File: src/rtl/processor_control_fsm_if.sv
// Control bundle between the multicycle control FSM and the accumulator datapath / PC / memory.
// The FSM side is the master; the datapath side is the slave.
interface processor_control_fsm_if;
  logic [3:0] opcode;
  logic       isZero;

  logic       IR_Write;
  logic       Asel;
  logic       Bsel;
  logic       Awrite;
  logic       Bwrite;
  logic [2:0] ALUcontrol;
  logic       ItypeSel;
  logic       ALUOutWrite;
  logic       iszero_write;
  logic       reg_write;
  logic       RegDst;
  logic [3:0] write_address;
  logic       MemtoReg;
  logic       MemRead;
  logic       MemWrite;
  logic       IorD;
  logic       PCWrite;
  logic [1:0] PCSource;
  logic       halted;
  logic [3:0] state;

  modport master (
    input  opcode, isZero,
    output IR_Write, Asel, Bsel, Awrite, Bwrite, ALUcontrol, ItypeSel, ALUOutWrite,
           iszero_write, reg_write, RegDst, write_address, MemtoReg, MemRead, MemWrite,
           IorD, PCWrite, PCSource, halted, state
  );

  modport slave (
    output opcode, isZero,
    input  IR_Write, Asel, Bsel, Awrite, Bwrite, ALUcontrol, ItypeSel, ALUOutWrite,
           iszero_write, reg_write, RegDst, write_address, MemtoReg, MemRead, MemWrite,
           IorD, PCWrite, PCSource, halted, state
  );
endinterface

File: src/rtl/processor_control_fsm.sv
// Multicycle control unit for the accumulator datapath: fetch, decode and sequence
// every datapath, PC and memory strobe. Moore outputs except PCWrite in S_BRANCH.
module processor_control_fsm #(
  parameter logic [3:0] ACC_ADDR = 4'hF
) (
  input logic                    Clock,
  input logic                    Reset,
  processor_control_fsm_if.master ctrl
);

  typedef enum logic [3:0] {
    S_RESET    = 4'h0,
    S_FETCH    = 4'h1,
    S_DECODE   = 4'h2,
    S_EXEC_R   = 4'h3,
    S_EXEC_I   = 4'h4,
    S_ALU_WB   = 4'h5,
    S_MEM_ADDR = 4'h6,
    S_MEM_RD   = 4'h7,
    S_MEM_WB   = 4'h8,
    S_MEM_WR   = 4'h9,
    S_BRANCH   = 4'hA,
    S_JUMP     = 4'hB,
    S_HALT     = 4'hC
  } state_t;

  typedef struct packed {
    logic       ir_write;
    logic       asel;
    logic       bsel;
    logic       awrite;
    logic       bwrite;
    logic [2:0] alu_control;
    logic       itype_sel;
    logic       aluout_write;
    logic       iszero_write;
    logic       reg_write;
    logic       reg_dst;
    logic       mem_to_reg;
    logic       mem_read;
    logic       mem_write;
    logic       iord;
    logic       pc_write;
    logic [1:0] pc_source;
    logic       halted;
  } ctrl_t;

  state_t state_q;
  ctrl_t  ctrl_q;

  function automatic state_t next_state(state_t s, logic [3:0] op);
    case (s)
      S_RESET:    return S_FETCH;
      S_FETCH:    return S_DECODE;
      S_DECODE: begin
        if (op inside {[4'h0:4'h6]}) return S_EXEC_R;
        else if (op == 4'h7)         return S_EXEC_I;
        else if (op inside {4'h8, 4'h9}) return S_MEM_ADDR;
        else if (op == 4'hA)         return S_BRANCH;
        else if (op == 4'hB)         return S_JUMP;
        else if (op == 4'hF)         return S_HALT;
        else                         return S_FETCH;
      end
      S_EXEC_R:   return S_ALU_WB;
      S_EXEC_I:   return S_ALU_WB;
      S_ALU_WB:   return S_FETCH;
      S_MEM_ADDR: return (op == 4'h9) ? S_MEM_WR : S_MEM_RD;
      S_MEM_RD:   return S_MEM_WB;
      S_MEM_WB:   return S_FETCH;
      S_MEM_WR:   return S_FETCH;
      S_BRANCH:   return S_FETCH;
      S_JUMP:     return S_FETCH;
      S_HALT:     return S_HALT;
      // Unused encodings recover through S_RESET.
      default:    return S_RESET;
    endcase
  endfunction

  function automatic ctrl_t moore_ctrl(state_t s, logic [3:0] op);
    ctrl_t c;
    c = '0;
    case (s)
      S_FETCH: begin
        c.mem_read = 1'b1;
        c.ir_write = 1'b1;
        c.pc_write = 1'b1;
      end
      S_DECODE: begin
        c.asel   = 1'b1;
        c.awrite = 1'b1;
        c.bwrite = 1'b1;
      end
      S_EXEC_R: begin
        c.alu_control  = 3'(op + 4'd1);
        c.aluout_write = 1'b1;
        c.iszero_write = 1'b1;
      end
      S_EXEC_I: begin
        c.alu_control  = 3'd1;
        c.itype_sel    = 1'b1;
        c.aluout_write = 1'b1;
        c.iszero_write = 1'b1;
      end
      S_ALU_WB: begin
        c.reg_write = 1'b1;
        c.reg_dst   = 1'b1;
      end
      S_MEM_ADDR: c.aluout_write = 1'b1;
      S_MEM_RD: begin
        c.mem_read = 1'b1;
        c.iord     = 1'b1;
      end
      S_MEM_WB: begin
        c.reg_write  = 1'b1;
        c.reg_dst    = 1'b1;
        c.mem_to_reg = 1'b1;
      end
      S_MEM_WR: begin
        c.mem_write = 1'b1;
        c.iord      = 1'b1;
      end
      S_BRANCH: c.pc_source = 2'b01;
      S_JUMP: begin
        c.pc_source = 2'b10;
        c.pc_write  = 1'b1;
      end
      S_HALT:  c.halted = 1'b1;
      default: c = '0;
    endcase
    return c;
  endfunction

  // NOTE: sequential state uses non-blocking assignments only; outputs are decoded from the
  // state being entered so they are registered and line up with that state's cycle.
  always_ff @(posedge Clock) begin
    if (Reset) begin
      state_q <= S_RESET;
      ctrl_q  <= '0;
    end else begin
      state_q <= next_state(state_q, ctrl.opcode);
      ctrl_q  <= moore_ctrl(next_state(state_q, ctrl.opcode), ctrl.opcode);
    end
  end

  assign ctrl.IR_Write      = ctrl_q.ir_write;
  assign ctrl.Asel          = ctrl_q.asel;
  assign ctrl.Bsel          = ctrl_q.bsel;
  assign ctrl.Awrite        = ctrl_q.awrite;
  assign ctrl.Bwrite        = ctrl_q.bwrite;
  assign ctrl.ALUcontrol    = ctrl_q.alu_control;
  assign ctrl.ItypeSel      = ctrl_q.itype_sel;
  assign ctrl.ALUOutWrite   = ctrl_q.aluout_write;
  assign ctrl.iszero_write  = ctrl_q.iszero_write;
  assign ctrl.reg_write     = ctrl_q.reg_write;
  assign ctrl.RegDst        = ctrl_q.reg_dst;
  assign ctrl.write_address = ctrl_q.reg_dst ? ACC_ADDR : 4'h0;
  assign ctrl.MemtoReg      = ctrl_q.mem_to_reg;
  assign ctrl.MemRead       = ctrl_q.mem_read;
  assign ctrl.MemWrite      = ctrl_q.mem_write;
  assign ctrl.IorD          = ctrl_q.iord;
  assign ctrl.PCSource      = ctrl_q.pc_source;
  assign ctrl.halted        = ctrl_q.halted;
  assign ctrl.state         = state_q;

  // The conditional branch takes the live zero flag so BEQZ completes in one cycle.
  assign ctrl.PCWrite = ctrl_q.pc_write | ((state_q == S_BRANCH) & ctrl.isZero);

endmodule

File: src/flat_wrapper.sv
// flat-port wrapper written by rule: the top's interface ports become plain ports
module processor_control_fsm_flat 
#(
  parameter logic [3:0] ACC_ADDR = 4'hF
)
  (Clock, Reset, ctrl_opcode, ctrl_isZero, ctrl_IR_Write, ctrl_Asel, ctrl_Bsel, ctrl_Awrite, ctrl_Bwrite, ctrl_ALUcontrol, ctrl_ItypeSel, ctrl_ALUOutWrite, ctrl_iszero_write, ctrl_reg_write, ctrl_RegDst, ctrl_write_address, ctrl_MemtoReg, ctrl_MemRead, ctrl_MemWrite, ctrl_IorD, ctrl_PCWrite, ctrl_PCSource, ctrl_halted, ctrl_state);
  processor_control_fsm_if ctrl_i ();
  input logic Clock;
  input logic Reset;
  input wire logic [$bits(ctrl_i.opcode)-1:0] ctrl_opcode;
  input wire logic [$bits(ctrl_i.isZero)-1:0] ctrl_isZero;
  output wire logic [$bits(ctrl_i.IR_Write)-1:0] ctrl_IR_Write;
  output wire logic [$bits(ctrl_i.Asel)-1:0] ctrl_Asel;
  output wire logic [$bits(ctrl_i.Bsel)-1:0] ctrl_Bsel;
  output wire logic [$bits(ctrl_i.Awrite)-1:0] ctrl_Awrite;
  output wire logic [$bits(ctrl_i.Bwrite)-1:0] ctrl_Bwrite;
  output wire logic [$bits(ctrl_i.ALUcontrol)-1:0] ctrl_ALUcontrol;
  output wire logic [$bits(ctrl_i.ItypeSel)-1:0] ctrl_ItypeSel;
  output wire logic [$bits(ctrl_i.ALUOutWrite)-1:0] ctrl_ALUOutWrite;
  output wire logic [$bits(ctrl_i.iszero_write)-1:0] ctrl_iszero_write;
  output wire logic [$bits(ctrl_i.reg_write)-1:0] ctrl_reg_write;
  output wire logic [$bits(ctrl_i.RegDst)-1:0] ctrl_RegDst;
  output wire logic [$bits(ctrl_i.write_address)-1:0] ctrl_write_address;
  output wire logic [$bits(ctrl_i.MemtoReg)-1:0] ctrl_MemtoReg;
  output wire logic [$bits(ctrl_i.MemRead)-1:0] ctrl_MemRead;
  output wire logic [$bits(ctrl_i.MemWrite)-1:0] ctrl_MemWrite;
  output wire logic [$bits(ctrl_i.IorD)-1:0] ctrl_IorD;
  output wire logic [$bits(ctrl_i.PCWrite)-1:0] ctrl_PCWrite;
  output wire logic [$bits(ctrl_i.PCSource)-1:0] ctrl_PCSource;
  output wire logic [$bits(ctrl_i.halted)-1:0] ctrl_halted;
  output wire logic [$bits(ctrl_i.state)-1:0] ctrl_state;
  assign ctrl_i.opcode = ctrl_opcode;
  assign ctrl_i.isZero = ctrl_isZero;
  assign ctrl_IR_Write = ctrl_i.IR_Write;
  assign ctrl_Asel = ctrl_i.Asel;
  assign ctrl_Bsel = ctrl_i.Bsel;
  assign ctrl_Awrite = ctrl_i.Awrite;
  assign ctrl_Bwrite = ctrl_i.Bwrite;
  assign ctrl_ALUcontrol = ctrl_i.ALUcontrol;
  assign ctrl_ItypeSel = ctrl_i.ItypeSel;
  assign ctrl_ALUOutWrite = ctrl_i.ALUOutWrite;
  assign ctrl_iszero_write = ctrl_i.iszero_write;
  assign ctrl_reg_write = ctrl_i.reg_write;
  assign ctrl_RegDst = ctrl_i.RegDst;
  assign ctrl_write_address = ctrl_i.write_address;
  assign ctrl_MemtoReg = ctrl_i.MemtoReg;
  assign ctrl_MemRead = ctrl_i.MemRead;
  assign ctrl_MemWrite = ctrl_i.MemWrite;
  assign ctrl_IorD = ctrl_i.IorD;
  assign ctrl_PCWrite = ctrl_i.PCWrite;
  assign ctrl_PCSource = ctrl_i.PCSource;
  assign ctrl_halted = ctrl_i.halted;
  assign ctrl_state = ctrl_i.state;
  processor_control_fsm #(.ACC_ADDR(ACC_ADDR)) u_core (.Clock(Clock), .Reset(Reset), .ctrl(ctrl_i));
endmodule
File: config.mk
export PLATFORM = sky130hd
export DESIGN_NAME = processor_control_fsm_flat
export DESIGN_NICKNAME = d
export VERILOG_FILES = /design/src/rtl/processor_control_fsm_if.sv /design/src/rtl/processor_control_fsm.sv /design/src/flat_wrapper.sv
export SDC_FILE = /design/constraint.sdc
export NUM_CORES = 1
export LEC_CHECK = 0
export ABC_CLOCK_PERIOD_IN_PS = 2780
export CORE_ASPECT_RATIO = 1.25
export CORE_UTILIZATION = 40
export DETAILED_ROUTE_END_ITERATION = 12
export GPL_ROUTABILITY_DRIVEN = 0
export PLACE_DENSITY = 0.74
export SLEW_MARGIN = 15
export SYNTH_ARGS = -nofsm -noshare
export SYNTH_HDL_FRONTEND = slang
export SYNTH_SLANG_ARGS = --single-unit
File: constraint.sdc
create_clock -name Clock -period 2.78 [get_ports Clock]
set_clock_uncertainty 0.05 [all_clocks]
set_input_delay 0.695 -clock Clock [delete_from_list [all_inputs] [get_ports Clock]]
set_output_delay 0.695 -clock Clock [all_outputs]
set_load 0.01 [all_outputs]
; After elaboration in Yosys (flattened, before gate mapping)
; Index checks and enable logic that the tools add are counted.
[op_classes]
addsub = 1
order_cmp = 2
n_eq_ne = 30
mux = 25
bitwise_logic = 2
n_reduce_logical = 11
[ops]
columns = cell, n
row1 = "equality test 4 bit, second input constant", 15
row2 = "equality test 4 x 3 -> 1 bit, second input constant", 9
row3 = 2-to-1 mux 4 bit, 9
row4 = one-hot mux 4 bit (7 select lines), 1
row5 = "equality test 4 x 2 -> 1 bit, second input constant", 4
row6 = OR reduction 2 bit, 6
row7 = 2-to-1 mux 1 bit, 11
row8 = "equality test 4 x 1 -> 1 bit, second input constant", 2
row9 = one-hot mux 3 bit (2 select lines), 1
row10 = OR reduction 6 bit, 1
row11 = "greater-or-equal comparator 4 x 1 -> 1 bit, second input constant", 1
row12 = "<= comparator 4 x 3 -> 1 bit, second input constant", 1
row13 = logical NOT 4 bit, 1
row14 = 2-to-1 mux 2 bit, 2
row15 = one-hot mux 2 bit (2 select lines), 1
row16 = "adder 3 x 1 -> 3 bit, second input constant", 1
row17 = OR reduction 3 bit, 1
row18 = nonzero test 2 bit, 1
row19 = bitwise AND 1 bit, 1
row20 = logical AND 1 bit, 1
row21 = OR 1 bit, 1
[word_totals]
regBits = 24
word_cells = 89

; Logic depth before layout (Yosys ltp)
[logic_depth]
ltp_word = 12
ltp_mapped = 8

; Worst setup path after synthesis
; OpenSTA, ideal clock, no wires.
[synth_path]
kind = input -> register
startpoint = input port ctrl_opcode[0]
endpoint = register u_core.ctrl_q (netlist bit u_core.ctrl.PCSource[0])
setup_time_ns = 0.074
arrival_ns = 2.742
required_ns = 2.656
path_slack_ns = -0.085
stages = 8
cell_sequence = inv_1 -> ha_1 -> or3_1 -> a32o_1 -> a221o_1 -> or4_4 -> buf_6 -> nor3_4
[synth_between]
elab_chain_len = 11
[synth_lines]
columns = element, line_no
row1 = from (decl), flat_wrapper.sv:10  ; input wire logic [$bits(ctrl_i.opcode)-1:0] ctrl_opcode;
row2 = equality test 4 bit, processor_control_fsm.sv:61  ; else if (op == 4'hF) return S_HALT;
row3 = 2-to-1 mux 4 bit, processor_control_fsm.sv:61
row4 = 2-to-1 mux 4 bit, processor_control_fsm.sv:60  ; else if (op == 4'hB) return S_JUMP;
row5 = 2-to-1 mux 4 bit, processor_control_fsm.sv:59  ; else if (op == 4'hA) return S_BRANCH;
row6 = 2-to-1 mux 4 bit, processor_control_fsm.sv:58  ; else if (op inside {4'h8, 4'h9}) return S_MEM_ADDR;
row7 = 2-to-1 mux 4 bit, processor_control_fsm.sv:57  ; else if (op == 4'h7) return S_EXEC_I;
row8 = 2-to-1 mux 4 bit, processor_control_fsm.sv:56  ; if (op inside {[4'h0:4'h6]}) return S_EXEC_R;
row9 = one-hot mux 4 bit (7 select lines) *, processor_control_fsm.sv:52  ; case (s)
row10 = 2-to-1 mux 4 bit *, processor_control_fsm.sv:136  ; if (Reset) begin
row11 = equality test 4 bit, processor_control_fsm.sv:82  ; case (s)
row12 = one-hot mux 2 bit (2 select lines) *, processor_control_fsm.sv:82
row13 = to (signal assigned), processor_control_fsm.sv:141  ; ctrl_q <= moore_ctrl(next_state(state_q, ctrl.opcode), ctrl.opcode);
row14 = to (decl), processor_control_fsm.sv:49  ; ctrl_t ctrl_q;
; Mark *: on every way between the ends. The rest lies on a longest branch, timed or not. The select of a mux whose other input is x is not followed.
; A chain may end at the register's enable or synchronous reset.

; Final worst setup path
[layout_path]
startpoint = input port ctrl_opcode[1]
endpoint = register u_core.ctrl_q (netlist bit u_core.ctrl.IorD)
[layout_between]
elab_chain_len = 12
[layout_lines]
columns = element, line_no
row1 = equality test 4 bit, processor_control_fsm.sv:61
row2 = 2-to-1 mux 4 bit, processor_control_fsm.sv:61
row3 = 2-to-1 mux 4 bit, processor_control_fsm.sv:60
row4 = 2-to-1 mux 4 bit, processor_control_fsm.sv:59
row5 = 2-to-1 mux 4 bit, processor_control_fsm.sv:58
row6 = 2-to-1 mux 4 bit, processor_control_fsm.sv:57
row7 = 2-to-1 mux 4 bit, processor_control_fsm.sv:56
row8 = one-hot mux 4 bit (7 select lines) *, processor_control_fsm.sv:52
row9 = 2-to-1 mux 4 bit *, processor_control_fsm.sv:136
row10 = equality test 4 bit or equality test 4 x 3 -> 1 bit (tied branches), processor_control_fsm.sv:82
row11 = OR reduction 2 bit (no line) *, --
row12 = 2-to-1 mux 1 bit *, processor_control_fsm.sv:82
; Marked as above.

==> results.md <==
- GRT overflow: 0
- LEAKAGE: 0.686 nW
- Status: finished clean
- Yosys cell types: 45
- Fmax: about 370 MHz
- Final Net Count: 178
- Gate Count Post-Synth: 119
- Worst VDD drop: 0.000284 V
- Critical path type: primary input to flop
- H-tree depth: 1
- Via density: 5.05
- Vias: 1000
- Average cell area after synthesis: 9.21 um^2
- Reg area: 420 um^2
- Final TNS setup: 0 ns
- Latest clock arrival within the worst-skew pair: 0.29 ns
- Diodes inserted: 0
- Register area share after synthesis: 0.384
- Clk buf depth: 2
- Syn Nets: roughly 130
- Measured slew at the worst slew-check pin: 0.664 ns
- Worst Setup Slack, final: about 0.11 ns
- Fin Hold WS: 0.624 ns
- Largest net degree at the start of global routing: 12
- Worst-path clk slew: about 0.10 ns
- # hold bufs at CTS: 0
- Setup Viol. Count Final: 0
- ANT nets after route: 0
- Worst setup SP type: primary input
- Warnings from Yosys: 0
- CTS tree: built
- GRT Total Usage: 0.175
- Estimated wirelength of the detail-placed design: 1.95 mm
- Share of cells above drive strength 1: 0.218
- Initial Util: 0.438
- RSZ-0062 raised after global routing: no
- Wire per inst: 12.1 um
- FFs w/ async S/R, synth: 0
- Final Hold Fails: 0
- Post-synth EDFFs: 0
- Aggregate routed wire length: 2.39 mm
- Fin crit period: 2.67 ns
- Final cell count without fillers: 198
- Pre-CTS WS: -0.516 ns
- Initial antenna violation count: 0
- Power per cell area: between 400 and 500 nW/um^2
- Crit-path max FO: 6
- Area Growth Syn to Fin: 44.2%
- Worst EP arrival: 2.86 ns
- Fin crit share: 0.961
- I/O pin total: 36
- Synthesized flop and latch total: 21
- Die area: 2950 um^2
- Worst Hold Class: primary input to flop
- Initial DRC Count: 18
- Number of flip-flops in the largest register: 4
- Residual DRC: 0
- First-pass GRT wire length: 3.86 mm
- Root buffer cell: clkbuf_4
- Multi-input gate area: 549 um^2
- CTS buffer count: 3
- Core footprint: 2500 um^2
- Fill cells: ~240
- Crit path capture type: flop
- Max-cap violations: 0
- Syn Std Cell Area: 1100 um^2
- Relative slew slack: 0.551
- Placed Instances: 194
- DR pass1 iterations: 4
- Most frequent cells in the layout: 31 x clkdlybuf4s50_1, 24 x buf_4, 21 x dfxtp_1, 10 x nor2_1, 6 x inv_1
- Vias in the first global route: 951
- CP required: 2.97 ns
- # rows: 20
- Commonest non-fill, non-tap cell in the layout: clkdlybuf4s50_1
- PortBufs: 34
- Ys flop type: dfxtp_1
- Clock Sinks: 21
- Die width: just under 50 um
- Final Max Slew Viols: 0
- Die height: 60.5 um
routing by layer:
layer  global-route usage  vias up  part of all wire
li1                     -      510                 -
met1                0.162      453              0.38
met2                0.349       29              0.55
met3               0.0301        8             0.036
met4                0.130        0             0.039
met5                    0        -                 0
cells in the mapped netlist, drive strengths merged, types with 2 or more instances:
| cell | instances | area [um^2] |
|---|---|---|
| nand3b | 2 | 15.0 |
| buf | 15 | 113 |
| o21ai | 5 | 25.0 |
| inv | 7 | 26.3 |
| a21o | 2 | 15.0 |
| nor2 | 11 | 41.3 |
| o22ai | 2 | 12.5 |
| nand2 | 4 | 15.0 |
| dfxtp | 21 | 420 |
| a221o | 2 | 20.0 |
| o31ai | 2 | 15.0 |
| ha | 5 | 62.6 |
| a21oi | 3 | 15.0 |
| o21bai | 2 | 15.0 |
| nor3 | 3 | 26.3 |
| nand3 | 4 | 20.0 |
| or3 | 2 | 12.5 |
| nand4b | 2 | 17.5 |
| o21a | 2 | 15.0 |
| nor2b | 2 | 12.5 |
cells by family (layout without fill, tap and decap cells):
group | count (synthesis) | count (layout) | share of synthesized area
DFF | 21 | 21 | 0.384
adders and majority gates | 5 | 5 | 0.0571
muxes | 1 | 1 | 0.00913
and+or+nand+nor | 40 | 40 | 0.223
AOI/OAI and AO/OA | 28 | 28 | 0.194
other | 1 | 1 | 0.00342
buffers and inverters | 23 | 69 | 0.130
worst max-delay path, stage by stage:
cell	delay, ns
dlygate4sd2_1	0.25
buf_4	0.15
ha_1	0.18
or2b_1	0.23
a32o_1	0.26
a221o_1	0.36
or4_4	0.60
o21ai_1	0.14
report_power, final:
| group | total, mW | switching [mW] | internal, mW |
|---|---|---|---|
| logic | 0.259 | 0.116 | 0.143 |
| clock network | 0.136 | 0.0804 | 0.0559 |
| registers | 0.343 | 0.0176 | 0.326 |
area by class of cell:
type | count | share of cell area
Sequential cell | 21 | 0.266
Tap cell | 33 | 0.0261
Multi-Input combinational cell | 75 | 0.348
Clock buffer | 4 | 0.0166
Timing Repair Buffer | 58 | 0.327
Inverter | 7 | 0.0166
metrics by stage:
step,instance area [um^2],utilization,power (mW)
floorplan,1100,-,0.480
global placement,1540,0.617,0.601
detailed placement,1540,0.617,0.606
CTS,1580,0.632,0.745
global route,1580,0.632,0.782
finish,1580,0.632,0.738
path summary, 6_finish.rpt:
| kind | slack [ns] | depth (start not counted) | endpoint | startpoint |
|---|---|---|---|---|
| min | 0.62 | 2 | u_core.ctrl.ALUcontrol[0] | ctrl_opcode[0] |
| min reg2reg | 0.68 | 2 | u_core.ctrl.Bwrite | u_core.ctrl.state[0] |
| max reg2reg | 0.54 | 7 | u_core.ctrl.ALUOutWrite | u_core.ctrl.state[2] |
| max | 0.11 | 8 | u_core.ctrl.IorD | ctrl_opcode[1] |
repair_timing:
item | in CTS | in global routing
pin swaps | 4 | 2
setup buffers | 0 | 0
resized for setup | 6 | 3
setup endpoints to repair | 16 | 4
endpoints found under the hold margin | 0 | 0
Note: power is estimated with default switching activity, not from simulation.
